## src/rtl/uart_pkg.sv

```systemverilog
// Shared definitions for the UART blocks: state encoding, oversampling factor
// and the clock-divider calculation.
package uart_pkg;

    localparam int UART_OVS = 16;
    localparam int DATA_W   = 8;

    typedef enum logic [1:0] {
        IDLE  = 2'd0,
        START = 2'd1,
        DATA  = 2'd2,
        STOP  = 2'd3
    } state_t;

    // Clocks per oversample tick, rounded to nearest.
    function automatic int calc_div(input int clk_freq, input int baud, input int ovs);
        return (clk_freq + (baud * ovs) / 2) / (baud * ovs);
    endfunction

endpackage

```

## src/rtl/uart_rx_engine_if.sv

```systemverilog
// Receiver-side signal bundle: serial line in, parallel byte and status out.
interface uart_rx_engine_if;
    import uart_pkg::*;

    logic              uart_rx;
    logic [DATA_W-1:0] rx_data;
    logic              rx_end;
    logic              rx_status;
    logic              frame_err;

    modport master (
        input  uart_rx,
        output rx_data,
        output rx_end,
        output rx_status,
        output frame_err
    );

    modport slave (
        output uart_rx,
        input  rx_data,
        input  rx_end,
        input  rx_status,
        input  frame_err
    );

endinterface

```

## src/rtl/uart_baud_tick.sv

```systemverilog
// Free-running oversample tick divider; a clear re-phases it to a line event.
module uart_baud_tick
    import uart_pkg::*;
#(
    parameter int DIV = calc_div(100_000_000, 9600, UART_OVS)
) (
    input  logic clk,
    input  logic reset,
    input  logic clear,
    output logic tick
);

    localparam int CW = (DIV > 1) ? $clog2(DIV) : 1;
    localparam logic [CW-1:0] LAST = CW'(DIV - 1);

    logic [CW-1:0] cnt_q;
    logic [CW-1:0] cnt_d;

    always_comb begin
        cnt_d = cnt_q + 1'b1;
        if (clear || (cnt_q == LAST)) begin
            cnt_d = '0;
        end
    end

    always_ff @(posedge clk or posedge reset) begin
        if (reset) begin
            cnt_q <= '0;
        end else begin
            cnt_q <= cnt_d;
        end
    end

    assign tick = (cnt_q == LAST);

endmodule

```

## src/rtl/uart_rx_engine.sv

```systemverilog
// 8N1 UART receiver with 16x oversampling, mid-bit sampling and false-start
// rejection; emits the byte with a one-cycle rx_end or frame_err pulse.
module uart_rx_engine
    import uart_pkg::*;
#(
    parameter int CLK_FREQ = 100_000_000,
    parameter int BAUD     = 9600,
    parameter int OVS      = UART_OVS,
    parameter int DIV      = calc_div(CLK_FREQ, BAUD, OVS)
) (
    input  logic              clk,
    input  logic              reset,
    uart_rx_engine_if.master  bus
);

    state_t            state_q, state_d;
    logic              sync1_q, sync1_d;
    logic              sync2_q, sync2_d;
    logic              prev_q, prev_d;
    logic [3:0]        sc_q, sc_d;
    logic [2:0]        bi_q, bi_d;
    logic [DATA_W-1:0] shift_q, shift_d;
    logic [DATA_W-1:0] rx_data_q, rx_data_d;
    logic              rx_end_q, rx_end_d;
    logic              frame_err_q, frame_err_d;
    logic              fall;
    logic              tick;
    logic              tick_clear;

    uart_baud_tick #(.DIV(DIV)) u_tick (
        .clk   (clk),
        .reset (reset),
        .clear (tick_clear),
        .tick  (tick)
    );

    assign fall = ~sync2_q & prev_q;

    always_comb begin
        sync1_d     = bus.uart_rx;
        sync2_d     = sync1_q;
        prev_d      = sync2_q;
        state_d     = state_q;
        sc_d        = sc_q;
        bi_d        = bi_q;
        shift_d     = shift_q;
        rx_data_d   = rx_data_q;
        rx_end_d    = 1'b0;
        frame_err_d = 1'b0;
        tick_clear  = 1'b0;

        case (state_q)
            IDLE: begin
                if (fall) begin
                    state_d    = START;
                    sc_d       = 4'd0;
                    tick_clear = 1'b1;
                end
            end
            START: begin
                if (tick) begin
                    if (sc_q == 4'd7) begin
                        sc_d    = 4'd0;
                        bi_d    = 3'd0;
                        state_d = sync2_q ? IDLE : DATA;
                    end else begin
                        sc_d = sc_q + 4'd1;
                    end
                end
            end
            DATA: begin
                if (tick) begin
                    if (sc_q == 4'd15) begin
                        sc_d    = 4'd0;
                        shift_d = {sync2_q, shift_q[DATA_W-1:1]};
                        if (bi_q == 3'd7) begin
                            state_d = STOP;
                        end else begin
                            bi_d = bi_q + 3'd1;
                        end
                    end else begin
                        sc_d = sc_q + 4'd1;
                    end
                end
            end
            STOP: begin
                if (tick) begin
                    if (sc_q == 4'd15) begin
                        sc_d    = 4'd0;
                        state_d = IDLE;
                        if (sync2_q) begin
                            rx_data_d = shift_q;
                            rx_end_d  = 1'b1;
                        end else begin
                            frame_err_d = 1'b1;
                        end
                        // Hold the edge flop so a start edge landing on this
                        // exact cycle is still seen from IDLE next cycle.
                        if (fall) begin
                            prev_d = prev_q;
                        end
                    end else begin
                        sc_d = sc_q + 4'd1;
                    end
                end
            end
            default: begin
                state_d = IDLE;
            end
        endcase
    end

    always_ff @(posedge clk or posedge reset) begin
        if (reset) begin
            state_q     <= IDLE;
            sync1_q     <= 1'b1;
            sync2_q     <= 1'b1;
            prev_q      <= 1'b1;
            sc_q        <= 4'd0;
            bi_q        <= 3'd0;
            shift_q     <= '0;
            rx_data_q   <= '0;
            rx_end_q    <= 1'b0;
            frame_err_q <= 1'b0;
        end else begin
            state_q     <= state_d;
            sync1_q     <= sync1_d;
            sync2_q     <= sync2_d;
            prev_q      <= prev_d;
            sc_q        <= sc_d;
            bi_q        <= bi_d;
            shift_q     <= shift_d;
            rx_data_q   <= rx_data_d;
            rx_end_q    <= rx_end_d;
            frame_err_q <= frame_err_d;
        end
    end

    assign bus.rx_data   = rx_data_q;
    assign bus.rx_end    = rx_end_q;
    assign bus.rx_status = (state_q != IDLE);
    assign bus.frame_err = frame_err_q;

endmodule

```

## src/flat_wrapper.sv

```systemverilog
// flat-port wrapper written by rule: the top's interface ports become plain ports
module uart_rx_engine_flat import uart_pkg::*;
#(
    parameter int CLK_FREQ = 100_000_000,
    parameter int BAUD     = 9600,
    parameter int OVS      = UART_OVS,
    parameter int DIV      = calc_div(CLK_FREQ, BAUD, OVS)
)
  (clk, reset, bus_uart_rx, bus_rx_data, bus_rx_end, bus_rx_status, bus_frame_err);
  uart_rx_engine_if bus_i ();
  input  logic clk;
  input  logic reset;
  input wire logic [$bits(bus_i.uart_rx)-1:0] bus_uart_rx;
  output wire logic [$bits(bus_i.rx_data)-1:0] bus_rx_data;
  output wire logic [$bits(bus_i.rx_end)-1:0] bus_rx_end;
  output wire logic [$bits(bus_i.rx_status)-1:0] bus_rx_status;
  output wire logic [$bits(bus_i.frame_err)-1:0] bus_frame_err;
  assign bus_i.uart_rx = bus_uart_rx;
  assign bus_rx_data = bus_i.rx_data;
  assign bus_rx_end = bus_i.rx_end;
  assign bus_rx_status = bus_i.rx_status;
  assign bus_frame_err = bus_i.frame_err;
  uart_rx_engine #(.CLK_FREQ(CLK_FREQ), .BAUD(BAUD), .OVS(OVS), .DIV(DIV)) u_core (.clk(clk), .reset(reset), .bus(bus_i));
endmodule
```

## config.mk

```make
export PLATFORM = sky130hd
export DESIGN_NAME = uart_rx_engine_flat
export DESIGN_NICKNAME = d
export VERILOG_FILES = /design/src/rtl/uart_pkg.sv /design/src/rtl/uart_rx_engine_if.sv /design/src/rtl/uart_baud_tick.sv /design/src/rtl/uart_rx_engine.sv /design/src/flat_wrapper.sv
export SDC_FILE = /design/constraint.sdc
export NUM_CORES = 1
export LEC_CHECK = 0
export BUFFER_PORTS_ARGS = -buffer_cell sky130_fd_sc_hd__clkbuf_2
export CAP_MARGIN = 20
export CORE_MARGIN = 8
export CORE_UTILIZATION = 40
export CTS_CLUSTER_DIAMETER = 200
export DETAILED_ROUTE_END_ITERATION = 10
export PLACE_DENSITY = 0.63
export SLEW_MARGIN = 25
export SYNTH_ARGS = -nofsm -noshare
export SYNTH_HDL_FRONTEND = slang
export SYNTH_SLANG_ARGS = --single-unit
export TNS_END_PERCENT = 1
```

## constraint.sdc

```tcl
create_clock -name clk -period 1.7 [get_ports clk]
set_input_delay 0.51 -clock clk [delete_from_list [all_inputs] [get_ports clk]]
set_output_delay 0.51 -clock clk [all_outputs]
set_load 0.02 [all_outputs]
```

Word level (Yosys, flattened, before mapping)
Index checks and enable logic that the tools add are counted.
- register bits: 40
- input port bits: 3
- output and inout bits: 11
- word-level logic and storage cells: 81
- add/subtract/negate cells: 3
- equal/unequal tests: 18
- mux-type cells: 37
- bitwise gates (word level): 2
- reductions and logical operators: 10
- operator list (kind ; count):
    $mux W4 ; 5
    $mux W2 ; 9
    $ne A2 B1 Y1 const B ; 9
    $mux W3 ; 5
    $mux W1 ; 14
    $pmux W4 S3 ; 1
    $add A10 B1 Y10 const B ; 1
    $eq A10 B10 Y1 const B ; 1
    $mux W10 ; 1
    $pmux W2 S4 ; 1
    $reduce_and A8 Y1 ; 1
    $pmux W3 S2 ; 1
    $reduce_and A3 Y1 ; 2
    $reduce_and A6 Y1 ; 1
    $add A4 B1 Y4 const B ; 1
    $eq A2 B2 Y1 const B ; 2
    $eq A4 B3 Y1 const B ; 1
    $eq A4 B4 Y1 const B ; 1
    $ne A4 B4 Y1 const B ; 1
    $reduce_and A4 Y1 ; 1
    $reduce_bool A2 Y1 ; 2
    $add A3 B1 Y3 const B ; 1
    $eq A3 B3 Y1 const B ; 1
    $eq A2 B1 Y1 const B ; 1
    6 further kinds ; 6

Longest topological paths before layout
- depth in word-level cells: 6
- gate-level depth with buffers: 6
- gate-level depth less buffers: 6

By module
A second synthesis with hierarchy kept.
- cell total of the unflattened synthesis: 153
- area total of the unflattened synthesis: 1876.8 sq um
- modules (own cells, without submodules) (module ; instances ; cells an instance ; area an instance (sq um) ; seq. area each (sq um)):
    uart_rx_engine ; 1 ; 100 ; 1323.8 ; 754.5
    uart_baud_tick ; 1 ; 53 ; 553.0 ; 250.2

Worst setup path after synthesis
No wires, ideal clock.
- kind: register to register
- start: register u_core.u_tick.cnt_q[4]
- end: register u_core.rx_data_q[0] (netlist: u_core.bus.rx_data[0])
- library setup time: 0.125 ns
- data arrival time: 1.667 ns
- data required time: 1.575 ns
- slack: -0.092 ns
- stages on the path, launching flop included: 5
- buffers on the path: 0
- clock period less this slack: 1.792 ns
- cell sequence: dfrtp_1 > nor4b_4 > nand4_4 > nor3_4 > mux2_2
- cells in the longest elaborated chain, start to end: 2
- RTL lines (element ; line ; text):
    from (decl) ; uart_baud_tick.sv:16 ; logic [CW-1:0] cnt_q;
    from (signal assigned) ; uart_baud_tick.sv:30 ; cnt_q <= cnt_d;
    $eq A10 B10 Y1 ; uart_baud_tick.sv:34 ; assign tick = (cnt_q == LAST);
    $reduce_and A4 Y1 (no line) ; -- ;
    to (signal assigned) ; uart_rx_engine.sv:133 ; rx_data_q <= rx_data_d;
    to (decl) ; uart_rx_engine.sv:23 ; logic [DATA_W-1:0] rx_data_q, rx_data_d;
No other way between the ends.
A chain may end at the register's enable or synchronous reset.

Worst setup path in the final report
- start: register u_core.u_tick.cnt_q[8]
- end: register u_core.rx_data_q[3] (netlist: u_core.bus.rx_data[3])
The elaborated chain is that of the path after synthesis.

==> impl_metrics.json <==
{
  "fin_nets": 201,
  "drt_iter0_markers": 114,
  "yosysTopAreaCellShare_pct": 50.0,
  "syn_nets": 163,
  "ctsHoldBuffers": 0,
  "synth.top_cells.by_area": "dfrtp_1, mux2_2, dfstp_2",
  "required_ns": 1.88,
  "initial_utilization_pct": 42.0,
  "grt_max_degree": 41,
  "synth_ff_type": "dfrtp_1",
  "post-place-ws_ns": -0.113,
  "swShare_pct": 29.8,
  "finClkSkew_ns": 0.00874,
  "dp_cells": 236,
  "core_area_mm2": 0.00441,
  "wirelength_mm": 3.55,
  "cp_top_family": "simple AND/OR/NAND/NOR gates",
  "drc": 0,
  "boundaryPins": 14,
  "multiInputGateArea_um2": 908,
  "cp.arrival_ns": 1.91,
  "clk_latency_ns": 0.30,
  "gp_congestion": 0.843,
  "hp-class": "input port to async pin",
  "avgRoutedWirePerCell_um": 14.4,
  "rsz0062_at_grt": "yes",
  "slew_headroom_pct": 73.2,
  "netlist_area_mm2": 0.00185,
  "ant_nets": 0,
  "timing.rr.end": "u_core.bus.rx_data[3]$_DFFE_PP0P_",
  "grt_pass1_vias": 1310,
  "place_hpwl_mm": 2.35,
  "ys_types": 38,
  "avgSynthCellArea_um2": 11.9,
  "syn_to_final_growth_pct": 27.9,
  "diodes": 0,
  "vias_per_cell": 5.22,
  "r2r-start": "u_core.u_tick.cnt_q[8]$_DFF_PP0_",
  "timing.hold.ws_ns": 0.249,
  "placed_cell_area_mm2": 0.00214,
  "synth-seq-cells": 40,
  "path_buf_inv": 1,
  "maxCapViolCount": 0,
  "rows": 24,
  "worst-path-max-fanout": 9,
  "clk_pin_slew_ns": 0.08,
  "drtPass1Iterations": 4,
  "yosys_warnings": 0,
  "critPathMaxStageDelay_ns": 0.41,
  "drive_gt1_share_pct": 40.7,
  "yosys.area.top_type": "dfrtp_1",
  "power.internal_w": 0.00159,
  "r2r_cells": 5,
  "finalInstanceArea_mm2": 0.00237,
  "p_seq_share_pct": 49.8,
  "cts_root_buffer": "clkbuf_8",
  "finalCritPeriodShare_pct": 102,
  "grt_usage_pct": 10.5,
  "powerDensity_mw_per_mm2": 955,
  "grt_pass1_wl_mm": 5.99,
  "violations": "negative setup slack",
  "hold_viol": 0,
  "pwr-share-clk_pct": 28.0,
  "endpoint_kind": "flop",
  "cts_made_buffers": 5,
  "seq_area_frac_synth_pct": 54.3,
  "switching_power_w": 0.000674,
  "seq_area_mm2": 0.00101,
  "setup_viol": 12,
  "final_cell_count_no_fill": 246,
  "grt_remaining_overflow": 0,
  "synth_cells": 155,
  "antenna_found_initial": 0,
  "vias": 1283,
  "port_buffers": 13,
  "critPathCapture": "u_core.bus.rx_data[3]$_DFFE_PP0P_",
  "htree_levels": 2,
  "ir_drop_mv": 0.743,
  "cts_buffer_depth": 2,
  "finalMaxSlewViolations": 0,
  "die_y_um": 84.0,
  "cp.depth": 5,
  "period_needed_ns": 1.73,
  "fillCellCount": 355,
  "startpoint": "u_core.u_tick.cnt_q[8]$_DFF_PP0_",
  "slowest_stage": "dfrtp_1",
  "combPwrFrac_pct": 22.2,
  "tightestPinTransition_ns": 0.401,
  "fin_ws_ns": -0.0321,
  "outcome": "finished, violations left",
  "reg2reg_slack_ns": -0.03,
  "crit_path_start_kind": "flop",
  "ys_async_sr_fraction_pct": 100,
  "path_cells": "nor4b_4 -> nand4_4 -> nor3_4 -> buf_12 -> mux2_2",
  "cts_sinks": 40,
  "clock.fmax_mhz": 577,
  "synth_edf_count": 0,
  "die_w_um": 84.0,
  "worstSetupPathType": "flop to flop",
  "p_leak_nw": 1.13,
  "die_area_mm2": 0.00706,
  "cts_tree": "built",
  "p_total_w": 0.00226
}
worst min-delay path by stage:
stage                                         from                                 to  slack [ns]
after floorplan           u_core.sync1_q$_DFF_PP1_           u_core.sync2_q$_DFF_PP1_        0.35
after global placement    u_core.sync1_q$_DFF_PP1_           u_core.sync2_q$_DFF_PP1_        0.35
after detailed placement  u_core.sync1_q$_DFF_PP1_           u_core.sync2_q$_DFF_PP1_        0.35
after CTS                                    reset      u_core.shift_q[4]$_DFFE_PP0P_        0.25
after global routing                         reset      u_core.shift_q[4]$_DFFE_PP0P_        0.24
final                                        reset  u_core.bus.rx_data[1]$_DFFE_PP0P_        0.25
Yosys cell counts (2+ instances only):
cell      count
dfstp_2       3
inv_1         8
xnor2_1       6
nand3_1       7
nor4_1        4
ha_1          5
nor3_4        2
xor2_1        2
mux2_2       16
nor2b_1       2
o211ai_1      2
nor3_1        4
mux2i_1       4
nand3b_1      2
nor2_1       14
dfrtp_1      37
o21ai_0       2
nand2_1      15
through the flow:
| step | TNS (ns) | util, % |
|---|---|---|
| floorplan | -0.613 | - |
| global placement | -0.590 | 48.5 |
| detailed placement | -1.22 | 48.5 |
| CTS | -0.686 | 52.4 |
| global route | -2.14 | 53.7 |
| finish | -0.186 | 53.7 |
power by group through the flow:
stage / registers, W / clock network (W) / logic (W)
2_1_floorplan: 0.00117 / 0 / 0.000257
3_3_place_gp: 0.00113 / 0 / 0.000476
3_5_place_dp: 0.00114 / 0 / 0.000493
4_1_cts: 0.00112 / 0.000642 / 0.000502
5_1_grt: 0.00114 / 0.000699 / 0.000552
6_report: 0.00113 / 0.000634 / 0.000502
kinds of logic after synthesis:
logic type | Yosys count | share of synthesized area [%]
AND/OR/NAND/NOR | 60 | 19.5
flip-flops | 40 | 54.3
multiplexers | 20 | 11.9
AO/OA/AOI/OAI | 11 | 4.46
buffers and inverters | 11 | 2.70
XOR/XNOR | 8 | 3.78
adder cells (fa/ha/maj) | 5 | 3.38
registers in the layout, indices dropped and copies added, names as in the netlist, named ones only:
name	cells
u_core.state_q	1
u_core.sync2_q	1
u_core.u_tick.cnt_q	10
u_core.bi_q	3
u_core.sync1_q	1
u_core.bus.frame_err	1
u_core.bus.rx_end	1
u_core.prev_q	1
u_core.bus.rx_data	8
u_core.sc_q	4
u_core.shift_q	8
cells in the final DEF, fill, tap and decap left out, types with 3 or more instances in the layout:
master     n
buf_12     3
buf_4     17
clkbuf_2  12
clkbuf_8   5
dfrtp_1   35
dfstp_2    3
ha_1       5
inv_1      7
mux2_2     5
mux2_4    11
mux2i_1    4
nand2_1   14
nand3_1    7
nor2_1    13
nor3_4     3
xnor2_1    6
what timing repair did:
action / 4_1_cts / 5_1_grt
pin swaps: 7 / 7
endpoints found under the setup margin: 21 / 37
hold endpoints to repair: 0 / 0
resized for setup: 19 / 13
buffers inserted: 2 / 0
cell type report:
class / instances / area share, %
repair buffers: 34 / 11.4
well taps: 52 / 2.75
clock buffers: 5 / 2.91
clock inverters: 3 / 0.792
flip-flops and latches: 40 / 42.5
inverters: 8 / 1.27
multi-input cells: 104 / 38.4
layer usage:
metal	wire length (µm)	up-vias	track usage, %
met5	0	-	0
met4	91	0	5.49
met3	91	10	3.61
met2	1760	19	16.2
met1	1600	632	12.4
li1	-	622	-
tightest hold or removal path: cells and delay by family:
family   cells  cell delay (ns)
buf+inv      3             0.41
No activity file was read; power rests on OpenSTA's default activity.
